<file path="src/rtl/uart_pkg.sv">
`default_nettype none
`timescale 1ns/1ps
// ============================================================================
// Module      : uart_pkg
// Description : Shared types for the configurable UART receiver: FSM state
//               encoding, parity mode and the parity check helper.
// Revision    : 1.0 - initial release
// ============================================================================
package uart_pkg;

   // Receiver FSM states
   typedef enum logic [2:0] {
      ST_IDLE   = 3'd0,
      ST_START  = 3'd1,
      ST_DATA   = 3'd2,
      ST_PARITY = 3'd3,
      ST_STOP   = 3'd4
   } rx_state_t;

   // Parity sense; the value equals the XOR of data and parity bits that
   // constitutes a correct frame.
   typedef enum logic {
      PAR_EVEN = 1'b0,
      PAR_ODD  = 1'b1
   } parity_mode_t;

   // Width of the bit counter: large enough for 9 data bits
   localparam int c_bit_cnt_w = 4;

   // True when the received parity bit does not match the selected mode
   function automatic logic parity_fail(input logic         data_xor,
                                        input logic         par_bit,
                                        input parity_mode_t mode);
      return (data_xor ^ par_bit) != logic'(mode);
   endfunction

endpackage
`default_nettype wire

</file>
<file path="src/rtl/uart_baud_tmr.sv">
`default_nettype none
`timescale 1ns/1ps
// ============================================================================
// Module      : uart_baud_tmr
// Description : Down-counting bit-period timer. A load sets the count; the
//               counter then decrements to zero and holds there. expire is
//               high while the count is zero.
// Revision    : 1.0 - initial release
// ============================================================================
module uart_baud_tmr #(
   parameter int CNT_W = 4
)(
   input  logic             clk,
   input  logic             rst,
   input  logic             load,
   input  logic [CNT_W-1:0] load_val,
   output logic             expire
);

   logic [CNT_W-1:0] r_cnt;

   // Load on request, otherwise count down and park at zero
   always_ff @(posedge clk or posedge rst) begin
      if (rst) begin
         r_cnt <= '0;
      end else if (load) begin
         r_cnt <= load_val;
      end else if (r_cnt != '0) begin
         r_cnt <= r_cnt - CNT_W'(1);
      end
   end

   assign expire = (r_cnt == '0);

endmodule
`default_nettype wire

</file>
<file path="src/rtl/uart_rx_cfg.sv">
`default_nettype none
`timescale 1ns/1ps
// ============================================================================
// Module      : uart_rx_cfg
// Description : Parameterised UART receiver. Synchronises RX, detects the
//               start edge, samples each bit at mid-period, checks optional
//               parity and 1 or 2 stop bits, and presents the payload with
//               ready / error / overrun flags until acknowledged.
// Revision    : 1.0 - initial release
// ============================================================================
module uart_rx_cfg
   import uart_pkg::*;
#(
   parameter int DATA_BITS  = 8,
   parameter int BAUD_DIV   = 2604,
   parameter int PARITY_EN  = 0,
   parameter int PARITY_ODD = 0,
   parameter int STOP_BITS  = 1
)(
   input  logic                 clk,
   input  logic                 rst,
   input  logic                 RX,
   input  logic                 clr_rdy,
   output logic [DATA_BITS-1:0] rx_data,
   output logic                 rdy,
   output logic                 parity_err,
   output logic                 frame_err,
   output logic                 overrun,
   output logic                 receiving
);

   localparam int                       c_cnt_w     = $clog2(BAUD_DIV);
   localparam logic [c_cnt_w-1:0]       c_half      = c_cnt_w'(BAUD_DIV / 2);
   localparam logic [c_cnt_w-1:0]       c_full      = c_cnt_w'(BAUD_DIV - 1);
   localparam logic [c_bit_cnt_w-1:0]   c_last_data = c_bit_cnt_w'(DATA_BITS - 1);
   localparam logic [c_bit_cnt_w-1:0]   c_last_stop = c_bit_cnt_w'(STOP_BITS - 1);
   localparam parity_mode_t             c_par_mode  = (PARITY_ODD != 0) ? PAR_ODD : PAR_EVEN;

   // Synchroniser and start-edge detection
   logic [1:0] r_sync;
   logic       r_prev;
   logic [2:0] r_settle;
   logic       w_rx;
   logic       w_fall;

   // FSM state
   rx_state_t                r_state;
   logic [c_bit_cnt_w-1:0]   r_bit_cnt;
   logic [DATA_BITS-1:0]     r_shift;
   logic                     r_par_err;
   logic                     r_frm_err;

   // FSM next-state values
   rx_state_t                w_state_nxt;
   logic [c_bit_cnt_w-1:0]   w_bit_cnt_nxt;
   logic [DATA_BITS-1:0]     w_shift_nxt;
   logic                     w_par_nxt;
   logic                     w_ferr_nxt;
   logic                     w_tmr_load;
   logic [c_cnt_w-1:0]       w_tmr_val;
   logic                     w_done;
   logic                     w_expire;

   // Registered outputs
   logic [DATA_BITS-1:0]     r_rx_data;
   logic                     r_rdy;
   logic                     r_parity_err;
   logic                     r_frame_err;
   logic                     r_overrun;
   logic                     r_receiving;

   // Two-flop synchroniser; r_settle keeps the reset value of the chain from
   // being mistaken for a falling edge when the line is already low.
   always_ff @(posedge clk or posedge rst) begin
      if (rst) begin
         r_sync   <= 2'b11;
         r_prev   <= 1'b1;
         r_settle <= 3'b000;
      end else begin
         r_sync   <= {r_sync[0], RX};
         r_prev   <= r_sync[1];
         r_settle <= {r_settle[1:0], 1'b1};
      end
   end

   assign w_rx   = r_sync[1];
   assign w_fall = r_settle[2] & r_prev & ~w_rx;

   uart_baud_tmr #(
      .CNT_W    (c_cnt_w)
   ) u_baud_tmr (
      .clk      (clk),
      .rst      (rst),
      .load     (w_tmr_load),
      .load_val (w_tmr_val),
      .expire   (w_expire)
   );

   // FSM state registers
   always_ff @(posedge clk or posedge rst) begin
      if (rst) begin
         r_state   <= ST_IDLE;
         r_bit_cnt <= '0;
         r_shift   <= '0;
         r_par_err <= 1'b0;
         r_frm_err <= 1'b0;
      end else begin
         r_state   <= w_state_nxt;
         r_bit_cnt <= w_bit_cnt_nxt;
         r_shift   <= w_shift_nxt;
         r_par_err <= w_par_nxt;
         r_frm_err <= w_ferr_nxt;
      end
   end

   // FSM next-state logic: every sample is taken when the baud timer expires
   always_comb begin
      w_state_nxt   = r_state;
      w_bit_cnt_nxt = r_bit_cnt;
      w_shift_nxt   = r_shift;
      w_par_nxt     = r_par_err;
      w_ferr_nxt    = r_frm_err;
      w_tmr_load    = 1'b0;
      w_tmr_val     = c_full;
      w_done        = 1'b0;

      case (r_state)
         ST_IDLE: begin
            if (w_fall) begin
               w_state_nxt   = ST_START;
               w_tmr_load    = 1'b1;
               w_tmr_val     = c_half;
               w_bit_cnt_nxt = '0;
               w_par_nxt     = 1'b0;
               w_ferr_nxt    = 1'b0;
            end
         end
         ST_START: begin
            if (w_expire) begin
               if (w_rx) begin
                  // Line back high at mid start bit: treat as a glitch
                  w_state_nxt = ST_IDLE;
               end else begin
                  w_state_nxt   = ST_DATA;
                  w_tmr_load    = 1'b1;
                  w_bit_cnt_nxt = '0;
               end
            end
         end
         ST_DATA: begin
            if (w_expire) begin
               w_shift_nxt = {w_rx, r_shift[DATA_BITS-1:1]};
               w_tmr_load  = 1'b1;
               if (r_bit_cnt == c_last_data) begin
                  w_bit_cnt_nxt = '0;
                  w_state_nxt   = (PARITY_EN != 0) ? ST_PARITY : ST_STOP;
               end else begin
                  w_bit_cnt_nxt = r_bit_cnt + c_bit_cnt_w'(1);
               end
            end
         end
         ST_PARITY: begin
            if (w_expire) begin
               w_par_nxt     = parity_fail(^r_shift, w_rx, c_par_mode);
               w_tmr_load    = 1'b1;
               w_bit_cnt_nxt = '0;
               w_state_nxt   = ST_STOP;
            end
         end
         ST_STOP: begin
            if (w_expire) begin
               w_ferr_nxt = r_frm_err | ~w_rx;
               if (r_bit_cnt == c_last_stop) begin
                  w_done      = 1'b1;
                  w_state_nxt = ST_IDLE;
               end else begin
                  w_bit_cnt_nxt = r_bit_cnt + c_bit_cnt_w'(1);
                  w_tmr_load    = 1'b1;
               end
            end
         end
         default: begin
            w_state_nxt = ST_IDLE;
         end
      endcase
   end

   // Output registers: frame completion takes priority over acknowledge
   always_ff @(posedge clk or posedge rst) begin
      if (rst) begin
         r_rx_data    <= '0;
         r_rdy        <= 1'b0;
         r_parity_err <= 1'b0;
         r_frame_err  <= 1'b0;
         r_overrun    <= 1'b0;
         r_receiving  <= 1'b0;
      end else begin
         r_receiving <= (w_state_nxt != ST_IDLE);
         if (w_done) begin
            r_rx_data    <= r_shift;
            r_parity_err <= r_par_err;
            r_frame_err  <= w_ferr_nxt;
            r_rdy        <= 1'b1;
            r_overrun    <= r_rdy & ~clr_rdy;
         end else if (clr_rdy) begin
            r_rdy        <= 1'b0;
            r_parity_err <= 1'b0;
            r_frame_err  <= 1'b0;
            r_overrun    <= 1'b0;
         end
      end
   end

   assign rx_data    = r_rx_data;
   assign rdy        = r_rdy;
   assign parity_err = r_parity_err;
   assign frame_err  = r_frame_err;
   assign overrun    = r_overrun;
   assign receiving  = r_receiving;

endmodule
`default_nettype wire

</file>
<file path="config.mk">
export PLATFORM = sky130hd
export DESIGN_NAME = uart_rx_cfg
export DESIGN_NICKNAME = d
export VERILOG_FILES = /design/src/rtl/uart_pkg.sv /design/src/rtl/uart_baud_tmr.sv /design/src/rtl/uart_rx_cfg.sv
export SDC_FILE = /design/constraint.sdc
export NUM_CORES = 1
export LEC_CHECK = 0
export BUFFER_PORTS_ARGS = -buffer_cell sky130_fd_sc_hd__buf_2
export CAP_MARGIN = 20
export CORE_ASPECT_RATIO = 1.1
export CORE_UTILIZATION = 40
export DETAILED_ROUTE_END_ITERATION = 16
export MAX_ROUTING_LAYER = met4
export PLACE_DENSITY = 0.65
export SLEW_MARGIN = 30
export SYNTH_ARGS = -nofsm -noshare
export SYNTH_HDL_FRONTEND = slang
export SYNTH_SLANG_ARGS = --single-unit
</file>
<file path="constraint.sdc">
create_clock -name clk -period 3 [get_ports clk]
set_clock_uncertainty 0.15 [all_clocks]
set_input_delay 0 -clock clk [delete_from_list [all_inputs] [get_ports clk]]
set_output_delay 0 -clock clk [all_outputs]
set_load 0.005 [all_outputs]
</file>
==> results.md <==
- Vias per inst: 5.17
- Initial antenna violation count: 0
- Mean routed wirelength per cell: 13.4 um
- Routed via count: 1519
- Distinct cells, synth: 44
- First-pass GRT wire length: 6920 um
- Cell at the root of the clock tree: clkbuf_8
- Fmax achieved: 0.406 GHz
- Total global routing overflow: 0
- Final-report max-slew violation count: 0
- Total negative setup slack: 0 ps
- Number of endpoints failing setup at the final stage: 0
- Maximum root-to-sink buffer count: 2
- Sort of element at the end of the critical path: register
- Mapped Area: 2270 sq um
- Crit Path Max Fanout: 13
- HPWL reported at the end of detailed placement: 2720 um
- Maximum vdd ir drop: 440 uV
- Hold violation total from the final report: 0
- Count of buffers from port buffering: 16
- Area Growth Syn to Fin: 15.2%
- Setup Fix Bufs, Post-CTS: 0
- Total routed wirelength: 3950 um
- Initial DRC count: 91
- Post-synthesis net count: 203
- Area of the die: 5980 sq um
- Number of standard-cell rows in the floorplan: 28
- Main synth FF type: dfrtp_1
- Core Box Area: 5430 sq um
- Global Route Usage Sum: 15.6%
- Post-CTS clock slew at the launch and capture registers of the worst setup and hold paths: 90 ps
- Outcome: complete, no violations
- Power density of the placed cells: 690 nW/um^2
- Largest net degree at the start of global routing: 49
- Final Net Count: 226
- Remaining antenna violation count: 0
- Iteration count of the initial detailed-routing pass: 4
- Initial Utilization: 41.8%
- Max-slew headroom at the worst pin: 61.8%
- Req. time, crit path: 3040 ps
- Share of final-layout standard cells stronger than drive strength 1: 22.8%
- Critical path launch point type: register
- Source-to-sink clock delay at the later pin of the worst-skew pair: 300 ps
- Inserted Clock Buffers: 5
- Post-route worst hold slack: 162 ps
- Clock tree sinks: 48
- Seq cells post-synth: 48
- Count of pins on the block boundary: 17
- Sequential-to-total area share from yosys stat: 53.1%
- Max-Cap Viols: 0
- Worst EP arrival: 2500 ps
- Resize count post-CTS: 0
- Leakage dissipation: 0.00123 uW
- Hold WC Path Type: input pin to async pin
- Number of enable-type register cells in the synthesized netlist: 0
- TritonCTS clock tree: built
- Cells after Synth: 195
- Count of fill cells added during filler insertion: 498
- Die span in x: 73.8 um
- Last weighted congestion value of the routability-driven placer: 0.824
- Ys async rst share: 100%
- Count of inserted antenna diode cells: 0
- Setup repair after global routing missed its margin: false
- Transition time of the tightest slew-check pin: 573 ps
- Final critical delay including setup and external delays: 2470 ps
- Final routed DRC violation total: 0
- Post-Synthesis Mean Instance Area: 11.6 sq um
- Number of warnings printed during yosys synthesis: 0
- Quantity of hold-fixing buffers added after cts: 3
- Setup Crit Path Kind: register to register
- Vias in the first global route: 1499
- Chip Height: 81.0 um
- H-tree depth: 2
- Final cycle utilization of the critical path: 82.2%
[through the flow]
stage          cells  util, %  area (sq um)  power (uW)  setup slack, ps
5_1_grt          294     48.2          2620        1900              328
4_1_cts          294     48.2          2620        1830              512
6_report         294     48.2          2620        1800              535
2_1_floorplan    195        -          2270        1100              855
3_3_place_gp     283     44.7          2420        1170              533
3_5_place_dp     283     44.7          2430        1180              533
[layer usage]
metal | global-route usage, % | vias up | wire (um)
met3 | 3.35 | 5 | 99
met1 | 19.2 | 772 | 1810
met5 | - | - | 0
met2 | 25.8 | 17 | 1990
li1 | - | 725 | -
met4 | 4.62 | 0 | 46
[cell type report]
type / count / area (sq um) / share of cell area, %
sequential: 48 / 1200 / 46.1
multi-input combinational: 134 / 1000 / 38.3
timing repair buffer: 21 / 125 / 4.78
tap: 75 / 93.8 / 3.59
clock inverter: 3 / 90.1 / 3.44
clock buffer: 5 / 68.8 / 2.63
inverter: 8 / 32.5 / 1.24
[critical path, stage by stage, from the launching register on]
cell and delay (ps):
dfrtp_1 430, inv_1 120, ha_1 170, nor2b_1 290
and4b_1 460, nand3_2 360, mux2_2 380
[flip-flops by register name, indices dropped and copies added (netlist names)]
| register | flops |
|---|---|
| frame_err | 1 |
| overrun | 1 |
| parity_err | 1 |
| r_bit_cnt | 4 |
| r_frm_err | 1 |
| r_par_err | 1 |
| r_prev | 1 |
| r_settle | 3 |
| r_shift | 8 |
| r_state | 3 |
| r_sync | 2 |
| rdy | 1 |
| receiving | 1 |
| rx_data | 8 |
| u_baud_tmr.r_cnt | 12 |
[synthesized netlist by cell type, types with 2 or more instances]
library cell / count / area (sq um)
xor2_1: 2 / 17.5
mux2i_1: 2 / 20.0
a32o_1: 2 / 20.0
nor2b_1: 5 / 31.3
nand2_1: 12 / 45.0
nor4_4: 2 / 42.5
nor3b_1: 2 / 15.0
nor3_1: 4 / 20.0
nand3_1: 8 / 40.0
a21oi_1: 6 / 30.0
inv_1: 8 / 30.0
nor4_1: 2 / 12.5
mux2_2: 9 / 101
a31oi_1: 4 / 25.0
dfstp_2: 3 / 78.8
clkbuf_1: 2 / 7.51
ha_1: 4 / 50.1
mux2_4: 7 / 105
buf_6: 2 / 22.5
o21ai_1: 2 / 10.0
or3_1: 5 / 31.3
nand2b_1: 2 / 12.5
dfrtp_1: 45 / 1130
o21ai_0: 13 / 65.1
nor2_1: 10 / 37.5
xnor2_1: 12 / 105
nand3b_1: 3 / 22.5
[where the power goes]
part	leakage (uW)	switching, uW	internal (uW)
clock network	0.0000784	218	417
registers	0.000621	126	739
logic	0.000533	158	147
[worst paths after layout]
| path | slack (ps) | end | from | depth (start not counted) |
|---|---|---|---|---|
| worst max-delay path | 530 | rx_data[6] | u_baud_tmr.r_cnt[0] | 6 |
| worst min-delay path | 160 | r_state[0] | rst | 3 |
| worst max register to register | 530 | rx_data[6] | u_baud_tmr.r_cnt[0] | 6 |
| worst min register to register | 210 | r_settle[2] | r_settle[1] | 0 |
| max in group asynchronous | 2150 | u_baud_tmr.r_cnt[3] | rst | 3 |
| min in group clk | 190 | r_sync[0] | RX | 2 |
[logic make-up after synthesis]
kind of cell | Yosys count | share of synthesized area, %
muxes | 18 | 9.97
xor gates and xnor gates | 14 | 5.40
adders and majority gates | 4 | 2.20
DFF | 48 | 53.1
other | 1 | 0.165
and+or+nand+nor | 64 | 17.5
buffers and inverters | 13 | 2.86
AOI/OAI and AO/OA | 33 | 8.82
[layout by cell type, fill, tap and decap left out, types with 2 or more instances in the layout]
master,Yosys,routed
a21oi_1,6,6
dfrtp_1,45,45
mux2i_1,2,2
bufinv_16,0,3
nor2_1,10,10
nand3b_1,3,3
or3_1,5,5
nand2_1,12,12
nor4_4,2,2
a31oi_1,4,4
xnor2_1,12,12
nand2b_1,2,2
clkbuf_8,0,5
o21ai_0,13,13
nand3_1,8,8
mux2_4,7,7
nor3_1,4,4
buf_2,1,16
o21ai_1,2,2
dfstp_2,3,3
nor4_1,2,2
xor2_1,2,2
ha_1,4,4
nor2b_1,5,5
nor3b_1,2,2
inv_1,8,7
buf_4,0,2
dlygate4sd3_1,0,3
a32o_1,2,2
mux2_2,9,9
Power figures use the tool's default switching activity.
